--- config.mk ---
export PLATFORM = sky130hd
export DESIGN_NAME = k_bfly_stage
export DESIGN_NICKNAME = d
export VERILOG_FILES = /design/src/rtl/k_fft_pkg.sv /design/src/rtl/k_bfly_addsub.sv /design/src/rtl/k_fixedcmult.sv /design/src/rtl/k_bfly_stage.sv
export SDC_FILE = /design/constraint.sdc
export NUM_CORES = 1
export LEC_CHECK = 0
export CORE_MARGIN = 1
export CORE_UTILIZATION = 66
export DETAILED_ROUTE_END_ITERATION = 8
export PLACE_DENSITY_LB_ADDON = 0.15
export RECOVER_POWER = 100
export SLEW_MARGIN = 20
export SYNTH_ARGS = -nofsm -noshare
export SYNTH_HDL_FRONTEND = slang
export SYNTH_HIERARCHICAL = 1
export SYNTH_SLANG_ARGS = --single-unit
--- constraint.sdc ---
create_clock -name clk -period 5.43 [get_ports clk]
set_input_delay 1.086 -clock clk [delete_from_list [all_inputs] [get_ports clk]]
set_output_delay 1.086 -clock clk [all_outputs]
set_load 0.005 [all_outputs]
--- src/rtl/k_fft_pkg.sv ---
// Shared FFT datapath types and helpers.
// Holds the Q(8-FRAC_BITS).FRAC_BITS complex sample format and the
// add/subtract primitive used by the butterfly.
package k_fft_pkg;

    localparam int unsigned FIX_W     = 8;
    localparam int unsigned FRAC_BITS = 4;
    localparam int unsigned CFIX_W    = 2 * FIX_W;

    // Complex sample, packed {im, re} to match the 16-bit bus layout.
    typedef struct packed {
        logic signed [FIX_W-1:0] im;
        logic signed [FIX_W-1:0] re;
    } cfix_t;

    // One component of an add/sub result plus its overflow indication.
    typedef struct packed {
        logic [FIX_W-1:0] val;
        logic             ovf;
    } addsub_res_t;

    // 9-bit sign-extended a +/- p; scale selects bits [8:1] (never overflows)
    // versus the wrapped low 8 bits with overflow when bit8 != bit7.
    function automatic addsub_res_t cfix_addsub(
        input logic signed [FIX_W-1:0] a,
        input logic signed [FIX_W-1:0] p,
        input logic                    sub,
        input logic                    scale
    );
        logic [FIX_W:0] s;
        addsub_res_t    r;
        if (sub) begin
            s = {a[FIX_W-1], a} - {p[FIX_W-1], p};
        end else begin
            s = {a[FIX_W-1], a} + {p[FIX_W-1], p};
        end
        if (scale) begin
            r.val = s[FIX_W:1];
            r.ovf = 1'b0;
        end else begin
            r.val = s[FIX_W-1:0];
            r.ovf = s[FIX_W] ^ s[FIX_W-1];
        end
        return r;
    endfunction

endpackage

--- src/rtl/k_bfly_addsub.sv ---
// Combinational butterfly core: x0 = a + p, x1 = a - p per component.
// Ports: i_a, i_p    complex operands {im, re}
//        o_x0_c      a + p
//        o_x1_c      a - p
//        o_ovf_c     any of the four component results wrapped (SCALE=0 only)
module k_bfly_addsub
    import k_fft_pkg::*;
#(
    parameter int unsigned SCALE = 0
) (
    input  logic [CFIX_W-1:0] i_a,
    input  logic [CFIX_W-1:0] i_p,
    output logic [CFIX_W-1:0] o_x0_c,
    output logic [CFIX_W-1:0] o_x1_c,
    output logic              o_ovf_c
);

    localparam logic L_SCALE = (SCALE != 0);

    cfix_t       w_a;
    cfix_t       w_p;
    addsub_res_t w_x0_re, w_x0_im, w_x1_re, w_x1_im;

    assign w_a = i_a;
    assign w_p = i_p;

    assign w_x0_re = cfix_addsub(w_a.re, w_p.re, 1'b0, L_SCALE);
    assign w_x0_im = cfix_addsub(w_a.im, w_p.im, 1'b0, L_SCALE);
    assign w_x1_re = cfix_addsub(w_a.re, w_p.re, 1'b1, L_SCALE);
    assign w_x1_im = cfix_addsub(w_a.im, w_p.im, 1'b1, L_SCALE);

    assign o_x0_c  = {w_x0_im.val, w_x0_re.val};
    assign o_x1_c  = {w_x1_im.val, w_x1_re.val};
    assign o_ovf_c = w_x0_re.ovf | w_x0_im.ovf | w_x1_re.ovf | w_x1_im.ovf;

endmodule

--- src/rtl/k_fixedcmult.sv ---
// Combinational fixed-point complex multiplier p = x * y.
// Ports: i_x, i_y  complex operands {im, re}
//        o_p_c     product, arithmetic shift right by FRAC_BITS, truncated
//                  and wrapped to 8 bits per component
module k_fixedcmult
    import k_fft_pkg::*;
#(
    parameter int unsigned FRAC_BITS = k_fft_pkg::FRAC_BITS
) (
    input  logic [CFIX_W-1:0] i_x,
    input  logic [CFIX_W-1:0] i_y,
    output logic [CFIX_W-1:0] o_p_c
);

    localparam int unsigned MUL_W  = 2 * FIX_W;
    localparam int unsigned PROD_W = MUL_W + 1;

    cfix_t w_x;
    cfix_t w_y;
    logic signed [MUL_W-1:0]  w_rr, w_ii, w_ri, w_ir;
    logic signed [PROD_W-1:0] w_re_full, w_im_full;

    assign w_x = i_x;
    assign w_y = i_y;

    // Partial products at full precision.
    assign w_rr = MUL_W'($signed(w_x.re)) * MUL_W'($signed(w_y.re));
    assign w_ii = MUL_W'($signed(w_x.im)) * MUL_W'($signed(w_y.im));
    assign w_ri = MUL_W'($signed(w_x.re)) * MUL_W'($signed(w_y.im));
    assign w_ir = MUL_W'($signed(w_x.im)) * MUL_W'($signed(w_y.re));

    assign w_re_full = PROD_W'(w_rr) - PROD_W'(w_ii);
    assign w_im_full = PROD_W'(w_ri) + PROD_W'(w_ir);

    // Drop fractional bits (floor), keep the low 8 bits of the result.
    assign o_p_c = {FIX_W'(w_im_full >>> FRAC_BITS), FIX_W'(w_re_full >>> FRAC_BITS)};

endmodule

--- src/rtl/k_bfly_stage.sv ---
// Two-stage pipelined radix-2 DIT butterfly with valid/ready handshake.
// Ports: clk, rst (async active-high)
//        in_valid/in_ready, in_a, in_b, in_w   input triple {im, re}
//        out_valid/out_ready, out_x0, out_x1   output pair a +/- w*b
//        ovf (sticky overflow), ovf_clr (synchronous clear, set wins)
module k_bfly_stage
    import k_fft_pkg::*;
#(
    parameter int unsigned SCALE     = 0,
    parameter int unsigned FRAC_BITS = k_fft_pkg::FRAC_BITS
) (
    input  logic        clk,
    input  logic        rst,
    input  logic        in_valid,
    output logic        in_ready,
    input  logic [15:0] in_a,
    input  logic [15:0] in_b,
    input  logic [15:0] in_w,
    output logic        out_valid,
    input  logic        out_ready,
    output logic [15:0] out_x0,
    output logic [15:0] out_x1,
    output logic        ovf,
    input  logic        ovf_clr
);

    logic              r_s1_valid, r_s2_valid, r_ovf;
    logic [CFIX_W-1:0] r_a, r_p, r_x0, r_x1;
    logic [CFIX_W-1:0] w_p, w_x0, w_x1;
    logic              w_ovf, w_adv1, w_adv2;

    // Twiddle product feeding S1.
    k_fixedcmult #(.FRAC_BITS(FRAC_BITS)) u_cmult (
        .i_x   (in_w),
        .i_y   (in_b),
        .o_p_c (w_p)
    );

    // Add/sub feeding S2.
    k_bfly_addsub #(.SCALE(SCALE)) u_addsub (
        .i_a     (r_a),
        .i_p     (r_p),
        .o_x0_c  (w_x0),
        .o_x1_c  (w_x1),
        .o_ovf_c (w_ovf)
    );

    // A stage advances when it is empty or its successor advances.
    assign w_adv2 = ~r_s2_valid | out_ready;
    assign w_adv1 = ~r_s1_valid | w_adv2;

    // Gate with rst so nothing is accepted while reset is held.
    assign in_ready  = w_adv1 & ~rst;
    assign out_valid = r_s2_valid;
    assign out_x0    = r_x0;
    assign out_x1    = r_x1;
    assign ovf       = r_ovf;

    // S1: sample a and twiddle product.
    always_ff @(posedge clk or posedge rst) begin
        if (rst) begin
            r_s1_valid <= 1'b0;
            r_a        <= '0;
            r_p        <= '0;
        end else if (w_adv1) begin
            r_s1_valid <= in_valid;
            if (in_valid) begin
                r_a <= in_a;
                r_p <= w_p;
            end
        end
    end

    // S2: butterfly outputs; a bubble from S1 clears s2_valid.
    always_ff @(posedge clk or posedge rst) begin
        if (rst) begin
            r_s2_valid <= 1'b0;
            r_x0       <= '0;
            r_x1       <= '0;
        end else if (w_adv2) begin
            r_s2_valid <= r_s1_valid;
            if (r_s1_valid) begin
                r_x0 <= w_x0;
                r_x1 <= w_x1;
            end
        end
    end

    // Sticky overflow; a new overflow in the same cycle beats the clear.
    always_ff @(posedge clk or posedge rst) begin
        if (rst) begin
            r_ovf <= 1'b0;
        end else if (w_adv2 && r_s1_valid && w_ovf) begin
            r_ovf <= 1'b1;
        end else if (ovf_clr) begin
            r_ovf <= 1'b0;
        end
    end

endmodule

==> results of run 1 <==
## report_power, final
part / leakage [µW] / total [µW] / internal (µW) / switching (µW)
registers: 0.000779 / 905 / 754 / 152
logic: 0.00613 / 9230 / 5120 / 4120
clock network: 0.000125 / 514 / 306 / 208
total: 0.00703 / 10600 / 6170 / 4470
## Yosys cell counts, types with 2 or more instances
master,number,share of area
buf_2,4,0.0017
nor3b_1,5,0.0032
fa_1,177,0.30
dfrtp_1,67,0.14
ha_1,119,0.13
o21ai_2,2,0.0015
clkbuf_1,32,0.010
o31a_1,3,0.0022
xor2_1,18,0.013
nor2b_1,7,0.0037
a21oi_1,19,0.0081
or2_2,2,0.0011
nor3_1,9,0.0038
o21bai_1,2,0.0013
o21ai_0,10,0.0043
nand2_1,88,0.028
and2_1,129,0.069
mux2_2,34,0.033
buf_6,5,0.0048
mux2_4,30,0.038
buf_8,3,0.0038
a21o_1,5,0.0032
nand2b_1,16,0.0086
xnor2_1,69,0.052
o21a_1,6,0.0038
nor2_1,45,0.014
inv_1,257,0.082
o41ai_1,5,0.0037
buf_4,4,0.0026
a221oi_1,2,0.0015
## path summary, 6_finish.rpt
| check | endpoint | slack, ns | depth (start not counted) |
|---|---|---|---|
| min reg2reg | out_x0[12] | 0.50 | 1 |
| max reg2reg | ovf | 2.81 | 12 |
| min | out_x0[12] | 0.50 | 1 |
| max | r_p[15] | -0.23 | 19 |
| max in group asynchronous | r_a[12] | 0.94 | 3 |
| min in group asynchronous | out_x0[7] | 2.56 | 3 |
## cells by family after synthesis
family / count (synthesis)
xor+xnor: 87
fa+ha+maj: 296
simple gates: 315
compound gates: 65
flops: 67
buf+inv: 305
mux: 65
## registers in the layout, indices dropped and copies added (netlist names)
register    cells
out_x0         16
ovf             1
r_s1_valid      1
out_x1         16
r_p            16
out_valid       1
r_a            16
## layout make-up
cell class / count / area share
Tap cell: 225 / 0.0195
Sequential cell: 67 / 0.116
Timing Repair Buffer: 221 / 0.138
Clock inverter: 5 / 0.00208
Inverter: 257 / 0.0671
Clock buffer: 11 / 0.0161
Multi-Input combinational cell: 828 / 0.641
## critical path, cell delays in order
cell     delay, ns
buf_2         0.11
buf_6         0.13
buf_4         0.14
nand2_2       0.07
inv_1         0.06
fa_1          0.54
inv_1         0.06
fa_1          0.49
fa_1          0.57
fa_1          0.45
fa_1          0.51
fa_1          0.52
inv_1         0.06
ha_4          0.21
or2_4         0.25
a21o_1        0.18
o41ai_2       0.05
xnor2_1       0.10
mux2_4        0.27
## metal layers
layer  vias up  wire, µm  global-route usage
li1       3982         -                   -
met1      4238     10500               0.370
met2       282     14200               0.576
met3        66      1120              0.0258
met4         0      1070               0.147
met5         -         0                   0
## per-stage QoR
stage	power [µW]	util	hold WS, ns	cells	TNS, ns
after floorplan	6860	-	0.504	1200	-2.07
after global placement	8830	0.780	0.487	1568	-10.71
after detailed placement	9160	0.780	0.493	1568	-12.11
after CTS	10400	0.822	0.504	1611	-1.27
after global routing	11800	0.833	0.518	1614	-2.71
final	10600	0.833	0.495	1614	-1.26
## repair_timing
item,CTS,global route
endpoints found under the setup margin,13,11
gates cloned,0,0
pin swaps,86,56
resized for setup,223,74
setup buffers,27,7
==> summary.md, run 1 <==
| Metric | Value |
|---|---|
| Share of synthesized cell area in and, or, nand and nor gates | 0.143 |
| Post-Place Worst Slack | -1.20 ns |
| Relative area change from synthesis to final layout | 23.1% |
| Count of different cell masters after synthesis | 56 |
| Fmax achieved | 0.177 GHz |
| Setup slack of the critical path after layout | -0.226 ns |
| Reg clk slew, reported paths | 0.05 ns |
| CP Class | input port to flip-flop |
| Clock root buffer | clkbuf_16 |
| IO Pins | 88 |
| Worst flop-to-flop path startpoint | r_p[8] |
| Post-synth ARST share | 1.00 |
| Clock period minus final worst setup slack | 5.66 ns |
| Critical path launch point | in_b[2] |
| Detailed Routing Iterations Pass 1 | 5 |
| Failing checks | max-capacitance violations, max-slew violations, negative setup slack |
| Slew margin rel. | -1.31 |
| Total clock sinks | 67 |
| Number of diodes added for antenna fixing | 0 |
| Wire length per cell after detailed routing | 16.7 µm |
| Tot GR Track Use | 0.314 |
| Post-detailed-routing wire length | 26.9 mm |
| # DRC | 0 |
| CP required | 5.65 ns |
| Unrepaired setup endpoints after global routing | true |
| Max-slew violation total from the final report | 68 |
| Dominant combinational cell family by area after synthesis | adder cells |
| Net Count, Synth | 1549 |
| Number of cell rows | 48 |
| Flip-flop and latch count after synthesis | 67 |
| Die outline area | 18300 µm² |
| Starting density of the core | 0.677 |
| Worst slew pin tran | 3.46 ns |
| Element type at the critical path start | input port |
| Total of hold buffers inserted after clock tree synthesis | 0 |
| Endpoint arrival time on the critical path | 5.87 ns |
| Maximum level of the CTS H-tree | 3 |
| Sequential element share of the synthesized area | 0.143 |
| Global-route wire length before repair | 44.1 mm |
| Via count | 8568 |
| Instance count of the mapped netlist | 1200 |
| Instance area at placement | 13500 µm² |
| Routability congestion estimate from global placement | 0.925 |
| Mean post-synth cell area | 9.75 µm² |
| Total overflow reported by the global router | 0 |
| Number of global-route vias before repair | 9379 |
| Skew final | 0.00481 ns |
| Die width | 135 µm |
| Proportion of layout cells with a drive suffix above 1 | 0.273 |
| Drt initial violations | 339 |
| Core area | 17300 µm² |
| Final std cell area, no fill | 14400 µm² |
| Number of vias per cell | 5.31 |
| Largest net degree at the start of global routing | 68 |
| Placed wire-length estimate | 20.8 mm |
| Number of buffer cells added on primary ports | 87 |
| Number of antenna violations at the first check in global routing | 0 |
| Most used cells in the layout excluding fill and tap cells | inv_1 (225), fa_1 (166), buf_4 (104), ha_1 (100), and2_1 (97) |
| Number of max-cap violations | 1 |
| Fill cells | 1031 |
| Antenna viol nets, final | 0 |
| Total leakage power | 0.00703 µW |
| Proportion of synthesized area in mux cells | 0.0721 |
| Largest fanout on the critical path | 5 |
| Number of buffers created by CTS | 9 |
| Pwr Density | 739 nW/µm² |
| Sequential cell area | 1680 µm² |
| Final setup fails | 9 |
| Worst Hold Launch | out_x0[12] |
| Clock tree from TritonCTS | built |
| Area share of xor/xnor cells in the synthesized design | 0.0651 |
| Die H | 135 µm |
| Synth Cell Area | 11700 µm² |
| Warnings from Yosys | 6 |
| Max rail drop VDD | 0.000987 V |
| Final hold violation count | 0 |
| Run status | complete, but fails checks |
| Most used DFF post-synth | dfrtp_1 |
| Buffer depth of the longest clock path | 2 |
| Critical Path Sink Type | flip-flop |
| Area share of fa/ha/maj cells after synthesis | 0.430 |
| # nets final | 1733 |
| Worst min-delay path category | flip-flop to flip-flop |
| Number of flops mapped to enable cells by yosys | 0 |
| Share of the clock period used by the worst path | 1.04 |
| Compound-cell area share of the yosys netlist | 0.0413 |
| Later-pin clock latency in the skew report | 0.33 ns |
| Most frequent standard cell in the layout excluding fill and tap cells | inv_1 |
| Multi-input gate area in the final layout | 9230 µm² |
Note: power is estimated with default switching activity, not from simulation.
==> run 2, diff against run 1 <==
CORE_MARGIN = 2   (was 1)
CORE_UTILIZATION = 56   (was 66)
clock period = 4.85 ns   (was 5.43 ns; I/O delays follow)
==> run 2 against run 1 <==
The flow still finishes with violations (max-capacitance violations, max-slew violations, negative setup slack). Die area rose by 21%. Sequential power is 12% higher. Count of clock-buffer cells in the layout fell by 1. Critical path type unchanged. Cell area grew 1.6%. Setup slack got worse by 0.47 ns. Total power is 12% higher. First-iteration DRC count shrank 30%. Critical path depth increased by 1. Clock power is 48% higher. Critical endpoint is now r_p[7].
==> summary.md, run 2 (synthesized netlist as in run 1, its figures left out) <==
| Metric | Value |
|---|---|
| Maximum level of the CTS H-tree | 3 (unchanged) |
| Number of diodes added for antenna fixing | 0 (unchanged) |
| Later-pin clock latency in the skew report | 0.33 ns (about the same) |
| # nets final | 1747 (was 1733) |
| Total clock sinks | 67 (unchanged) |
| Number of global-route vias before repair | 9077 (was 9379) |
| Placed wire-length estimate | 20.9 mm (was 20.8 mm) |
| Die outline area | 22100 µm² (was 18300 µm²) |
| Fill cells | 1566 (was 1031) |
| Tot GR Track Use | 0.254 (was 0.314) |
| Critical path launch point | in_b[10] (was in_b[2]) |
| Sequential cell area | 1680 µm² (unchanged) |
| Core area | 20400 µm² (was 17300 µm²) |
| Critical path's top delay family | adder cells (unchanged) |
| Post-detailed-routing wire length | 26.4 mm (was 26.9 mm) |
| Worst slew pin tran | 1.66 ns (was 3.46 ns) |
| Multi-input gate area in the final layout | 9210 µm² (was 9230 µm²) |
| Number of cells on the critical path | 20 (was 19) |
| Post-Place Worst Slack | -1.62 ns (was -1.20 ns) |
| Final setup fails | 12 (was 9) |
| Detailed Routing Iterations Pass 1 | 4 (was 5) |
| Die width | 149 µm (was 135 µm) |
| Via count | 8468 (was 8568) |
| Max rail drop VDD | 0.000911 V (was 0.000987 V) |
| Worst reg2reg path depth | 12 (unchanged) |
| Relative area change from synthesis to final layout | 25.2% (was 23.1%) |
| Reg clk slew, reported paths | 0.06 ns (was 0.05 ns) |
| Number of buffer cells added on primary ports | 87 (unchanged) |
| # DRC | 0 (unchanged) |
| Global-route wire length before repair | 44.2 mm (was 44.1 mm) |
| Largest fanout on the critical path | 7 (was 5) |
| Finished Core Util | 0.719 (was 0.833) |
| Worst flop-to-flop path startpoint | r_p[8] (unchanged) |
| Max-slew violation total from the final report | 68 (unchanged) |
| Number of antenna violations at the first check in global routing | 0 (unchanged) |
| Buffer depth of the longest clock path | 2 (unchanged) |
| Total leakage power | 0.00716 µW (was 0.00703 µW) |
| Skew final | 0.00676 ns (was 0.00481 ns) |
| Failing checks | max-capacitance violations, max-slew violations, negative setup slack (unchanged) |
| Count of placed standard cells in the final layout, fillers left out | 1673 (was 1614) |
| Number of vias per cell | 5.06 (was 5.31) |
| Setup slack, reg-to-reg | 2.27 ns (was 2.81 ns) |
| Number of buffers created by CTS | 9 (unchanged) |
| Run status | complete, but fails checks (unchanged) |
| Number of cell rows | 52 (was 48) |
| Fmax achieved | 0.180 GHz |
| Capture point of the worst path | r_p[7] (was r_p[15]) |
| Largest net degree at the start of global routing | 68 (unchanged) |
| Final hold violation count | 0 (unchanged) |
| Pwr Density | 814 nW/µm² (was 739 nW/µm²) |
| CP required | 5.07 ns (was 5.65 ns) |
| IO Pins | 88 (unchanged) |
| Library cell contributing the largest single delay on the critical path | fa_2 (was fa_1) |
| Number of max-cap violations | 1 (unchanged) |
| Clock root buffer | clkbuf_16 (unchanged) |
| Die H | 149 µm (was 135 µm) |
| R2r endpoint | ovf (unchanged) |
| Unrepaired setup endpoints after global routing | true (unchanged) |
| Most frequent standard cell in the layout excluding fill and tap cells | inv_1 (unchanged) |
| Setup slack of the critical path after layout | -0.699 ns (was -0.226 ns) |
| Slew margin rel. | -0.105 (was -1.31) |
| Placed Cells incl. Taps | 1618 (was 1568) |
| Total overflow reported by the global router | 0 (unchanged) |
| Antenna viol nets, final | 0 (unchanged) |
| Routability congestion estimate from global placement | 0.915 (was 0.925) |
| Worst hold slack across all endpoints | 0.495 ns (about the same) |
| Proportion of layout cells with a drive suffix above 1 | 0.268 (was 0.273) |
| Element type at the critical path start | input port (unchanged) |
| Most used cells in the layout excluding fill and tap cells | inv_1 (232), fa_1 (171), and2_1 (107), buf_4 (105), ha_1 (100) (was inv_1 (225), fa_1 (166), buf_4 (104), ha_1 (100), and2_1 (97)) |
| Clock period minus final worst setup slack | 5.55 ns |
| Clock tree from TritonCTS | built (unchanged) |
| Sequence of cells on the critical path | buf_12 > buf_6 > buf_6 > and2_4 > fa_2 > buf_6 > fa_1 > inv_1 > fa_1 > inv_2 > fa_1 > fa_1 > fa_2 > inv_1 > ha_2 > or3_1 > o21ai_1 > a21oi_1 > xnor2_1 > mux2_4 (was buf_2 > buf_6 > buf_4 > nand2_2 > inv_1 > fa_1 > inv_1 > fa_1 > fa_1 > fa_1 > fa_1 > fa_1 > inv_1 > ha_4 > or2_4 > a21o_1 > o41ai_2 > xnor2_1 > mux2_4) |
| Wire length per cell after detailed routing | 15.8 µm (was 16.7 µm) |
| Starting density of the core | 0.575 (was 0.677) |
| Drt initial violations | 236 (was 339) |
| Critical Path Sink Type | flip-flop (unchanged) |
| Largest stage delay, worst path | 0.55 ns (was 0.57 ns) |
| Endpoint arrival time on the critical path | 5.77 ns (was 5.87 ns) |
| CP Class | input port to flip-flop (unchanged) |
| Overall power | 11900 µW (was 10600 µW) |
| Worst min-delay path category | flip-flop to flip-flop (unchanged) |
| Share of the clock period used by the worst path | 1.14 |
| Count of buffering cells on the critical path with inverters included | 7 (was 6) |
| Cell repeated most along the worst path | fa_1 (unchanged) |
[run 2: how the worst min path moves through the flow]
stage | startpoint | endpoint | slack (ns) | cells after the start
floorplan | out_x1[13] | out_x1[13] | 0.50 | 1
global route | out_x0[1] | out_x0[1] | 0.50 | 1
CTS | out_x0[3] | out_x0[3] | 0.50 | 1
global placement | out_x0[4] | out_x0[4] | 0.49 | 1
detailed placement | out_x0[3] | out_x0[3] | 0.49 | 1
finish | out_x0[14] | out_x0[14] | 0.50 | 1
[run 2: per-stage QoR]
stage | setup TNS, ns | cell area [µm²]
CTS | -7.47 | 14500
floorplan | -6.97 | 11900
finish | -6.73 | 14600
global placement | -19.14 | 13600
detailed placement | -20.14 | 13600
global route | -8.72 | 14600
[run 2: power breakdown]
part	switching [µW]	internal (µW)	total [µW]
Combinational	4490	5660	10200
Sequential	165	843	1010
Clock	245	517	761
Total	4900	7020	11900
[run 2: layer usage]
layer / GRT usage / share of wire / up-vias
li1: - / - / 4018
met1: 0.329 / 0.43 / 4235
met2: 0.466 / 0.52 / 189
met3: 0.0187 / 0.037 / 26
met4: 0.0614 / 0.017 / 0
met5: 0 / 0 / -
[run 2: cell type report]
class | instances | area share
Clock buffer | 10 | 0.0163
Tap cell | 270 | 0.0231
Inverter | 257 | 0.0659
Timing Repair Buffer | 235 | 0.144
Clock inverter | 6 | 0.00769
Multi-Input combinational cell | 828 | 0.629
Sequential cell | 67 | 0.114
[run 2: what timing repair did]
| action | CTS | global route |
|---|---|---|
| setup buffers | 37 | 6 |
| cloned | 1 | 0 |
| resized for setup | 225 | 64 |
| pin swaps | 89 | 57 |
| hold buffers | 0 | 0 |
| endpoints found under the setup margin | 16 | 15 |
==> run 3, diff against run 2 <==
==> constraint.sdc (replaced) <==
create_clock -name clk -period 4.85 [get_ports clk]
set_input_delay 1.2125 -clock clk [delete_from_list [all_inputs] [get_ports clk]]
set_output_delay 1.2125 -clock clk [all_outputs]
set_load 0.005 [all_outputs]
==> run 3 against run 2 <==
The run still ends with max-capacitance violations, max-slew violations, negative setup slack left. Non-clock buffer count is the same. Critical path type unchanged. Critical endpoint is now r_p[13]. Die area is the same. Combinational power is essentially flat. Setup slack lost 0.26 ns. Sequential power is essentially flat. Worst hold slack gained 0.0034 ns. Routed wire length grew 1.1%.
==> summary.md, run 3 (synthesized netlist as in run 1, its figures left out) <==
| Metric | Value |
|---|---|
| CP Class | input port to flip-flop (unchanged) |
| Worst Hold Launch | out_x1[15] (was out_x0[14]) |
| Combinational fraction of design power | 0.860 (was 0.852) |
| Total clock sinks | 67 (unchanged) |
| Via count | 8510 (was 8468) |
| Final setup fails | 15 (was 12) |
| Worst min-delay path category | flip-flop to flip-flop (unchanged) |
| Skew final | 0.00952 ns (was 0.00676 ns) |
| Max rail drop VDD | 0.000840 V (was 0.000911 V) |
| Buffer depth of the longest clock path | 2 (unchanged) |
| Drt initial violations | 278 (was 236) |
| Worst slew pin tran | 1.65 ns (was 1.66 ns) |
| Detailed Routing Iterations Pass 1 | 5 (was 4) |
| CP required | 5.07 ns (about the same) |
| Critical path's top delay family | adder cells (unchanged) |
| Worst reg2reg path depth | 12 (unchanged) |
| Worst hold slack across all endpoints | 0.499 ns (was 0.495 ns) |
| Number of buffer cells added on primary ports | 87 (unchanged) |
| Routability congestion estimate from global placement | 0.921 (was 0.915) |
| Slew margin rel. | -0.0974 (was -0.105) |
| Instance area at placement | 13600 µm² (about the same) |
| Switching power as a share of total power | 0.415 (was 0.411) |
| Relative area change from synthesis to final layout | 25.8% (was 25.2%) |
| Largest stage delay, worst path | 0.55 ns (about the same) |
| Final hold violation count | 0 (unchanged) |
| Antenna viol nets, final | 0 (unchanged) |
| Pwr Density | 824 nW/µm² (was 814 nW/µm²) |
| Reg clk slew, reported paths | 0.06 ns (about the same) |
| Cell repeated most along the worst path | fa_1 (unchanged) |
| Number of buffers created by CTS | 9 (unchanged) |
| Core area | 20400 µm² (unchanged) |
| Final std cell area, no fill | 14700 µm² (was 14600 µm²) |
| Register share of total power | 0.083 (was 0.085) |
| Critical Path Sink Type | flip-flop (unchanged) |
| Clock root buffer | clkbuf_16 (unchanged) |
| Power spent charging and discharging nets | 5030 µW (was 4900 µW) |
| Number of max-cap violations | 1 (unchanged) |
| Total of hold buffers inserted after clock tree synthesis | 0 (unchanged) |
| Total leakage power | 0.00716 µW (about the same) |
| # nets final | 1747 (unchanged) |
| Number of diodes added for antenna fixing | 0 (unchanged) |
| Finished Core Util | 0.723 (was 0.719) |
| Die H | 149 µm (unchanged) |
| Cell depth of the worst hold path | 1 (unchanged) |
| Placed wire-length estimate | 21.1 mm (was 20.9 mm) |
| Failing checks | max-capacitance violations, max-slew violations, negative setup slack (unchanged) |
| Endpoint arrival time on the critical path | 6.03 ns (was 5.77 ns) |
| Most frequent standard cell in the layout excluding fill and tap cells | inv_1 (unchanged) |
| Wire length per cell after detailed routing | 16.0 µm (was 15.8 µm) |
| Multi-input gate area in the final layout | 9250 µm² (was 9210 µm²) |
| Unrepaired setup endpoints after global routing | true (unchanged) |
| Fill cells | 1549 (was 1566) |
| Die outline area | 22100 µm² (unchanged) |
| Largest net degree at the start of global routing | 68 (unchanged) |
| Clock period minus final worst setup slack | 5.81 ns (was 5.55 ns) |
| Max-slew violation total from the final report | 68 (unchanged) |
| Setup slack, reg-to-reg | 2.24 ns (was 2.27 ns) |
| Starting density of the core | 0.575 (unchanged) |
| Count of buffering cells on the critical path with inverters included | 9 (was 7) |
| Setup slack of the critical path after layout | -0.959 ns (was -0.699 ns) |
| Maximum level of the CTS H-tree | 3 (unchanged) |
| Number of global-route vias before repair | 9256 (was 9077) |
| Proportion of layout cells with a drive suffix above 1 | 0.273 (was 0.268) |
| Most used cells in the layout excluding fill and tap cells | inv_1 (229), fa_1 (165), and2_1 (107), ha_1 (99), buf_4 (95) (was inv_1 (232), fa_1 (171), and2_1 (107), buf_4 (105), ha_1 (100)) |
| Number of vias per cell | 5.09 (was 5.06) |
| Element type at the critical path start | input port (unchanged) |
| Global-route wire length before repair | 44.9 mm (was 44.2 mm) |
| Tot GR Track Use | 0.258 (was 0.254) |
| Largest fanout on the critical path | 4 (was 7) |
| # DRC | 0 (unchanged) |
| R2r endpoint | ovf (unchanged) |
| Share of the clock period used by the worst path | 1.20 (was 1.14) |
| Total overflow reported by the global router | 0 (unchanged) |
| Number of cell rows | 52 (unchanged) |
| Clk pwr share | 0.057 (was 0.064) |
| Sequential cell area | 1680 µm² (unchanged) |
| Later-pin clock latency in the skew report | 0.33 ns (about the same) |
| Sequence of cells on the critical path | buf_8 > buf_6 > nand2_4 > fa_1 > inv_2 > ha_4 > inv_2 > fa_1 > inv_1 > fa_1 > fa_1 > inv_1 > fa_1 > inv_2 > ha_4 > a21oi_2 > o21ai_2 > and2_4 > o31a_1 > buf_6 > buf_6 > nor2_4 > xnor2_2 > mux2_4 (was buf_12 > buf_6 > buf_6 > and2_4 > fa_2 > buf_6 > fa_1 > inv_1 > fa_1 > inv_2 > fa_1 > fa_1 > fa_2 > inv_1 > ha_2 > or3_1 > o21ai_1 > a21oi_1 > xnor2_1 > mux2_4) |
| Die width | 149 µm (unchanged) |
| Worst flop-to-flop path startpoint | r_p[8] (unchanged) |
| IO Pins | 88 (unchanged) |
| Hold endpoint | out_x1[15] (was out_x0[14]) |
| Post-detailed-routing wire length | 26.7 mm (was 26.4 mm) |
| Run status | complete, but fails checks (unchanged) |
| Library cell contributing the largest single delay on the critical path | fa_1 (was fa_2) |
| Fmax achieved | 0.172 GHz (was 0.180 GHz) |
| Setup tns final | -10.17 ns (was -6.73 ns) |
| Internal power | 7100 µW (was 7020 µW) |
| Clock tree from TritonCTS | built (unchanged) |
| Number of antenna violations at the first check in global routing | 0 (unchanged) |
## run 3: changes by cell type in the layout (fill, tap and decap cells not counted), sizes merged
| cell | previous run | this run |
|---|---|---|
| dlygate4sd3 | 37 | 36 |
| clkdlybuf4s50 | 18 | 19 |
| clkbuf | 22 | 15 |
| clkinvlp | 0 | 1 |
| buf | 167 | 174 |
| bufinv | 3 | 2 |
## run 3: power by group through the flow
| stage | Combinational (µW) | Clock, µW | Sequential [µW] |
|---|---|---|---|
| after CTS | 10300 | 704 | 1020 |
| after global routing | 11700 | 727 | 1040 |
| final | 10400 | 692 | 1010 |
| after global placement | 9130 | 0 | 1010 |
| after detailed placement | 9500 | 0 | 1030 |
| after floorplan | 6730 | 0 | 990 |
## run 3: final cells by class
cell class	instances	area share
multi-input cells	828	0.628
repair buffers	235	0.147
flip-flops and latches	67	0.114
inverters	257	0.0659
well taps	270	0.0230
clock buffers	10	0.0156
clock inverters	6	0.00612
## run 3: worst max-delay path by stage
stage | start | to | slack [ns] | cells past startpoint
finish | in_b[9] | r_p[13] | -0.96 | 24
floorplan | in_w[5] | r_p[14] | -1.18 | 18
CTS | in_w[4] | r_p[15] | -1.15 | 23
global route | in_b[9] | r_p[13] | -1.13 | 24
global placement | in_b[10] | r_p[7] | -1.79 | 18
detailed placement | in_b[10] | r_p[14] | -1.82 | 22
## run 3: repair_timing
action,in CTS,in global routing
buffers inserted,29,7
gates cloned,0,1
gates resized for setup,232,70
setup endpoints to repair,16,16
pin swaps,91,69
## run 3: metrics by stage
stage / power [µW] / worst slack, ns / std cells
after detailed placement: 10500 / -1.82 / 1626
after CTS: 12000 / -1.15 / 1669
after global routing: 13400 / -1.13 / 1673
after global placement: 10100 / -1.79 / 1626
after floorplan: 7720 / -1.18 / 1200
final: 12100 / -0.959 / 1673
## run 3: per-layer routing
layer,vias up,track usage,routed length [µm]
met1,4231,0.336,11200
met5,-,0,0
met3,49,0.0270,1130
met2,214,0.449,13500
li1,4016,-,-
met4,0,0.0890,816
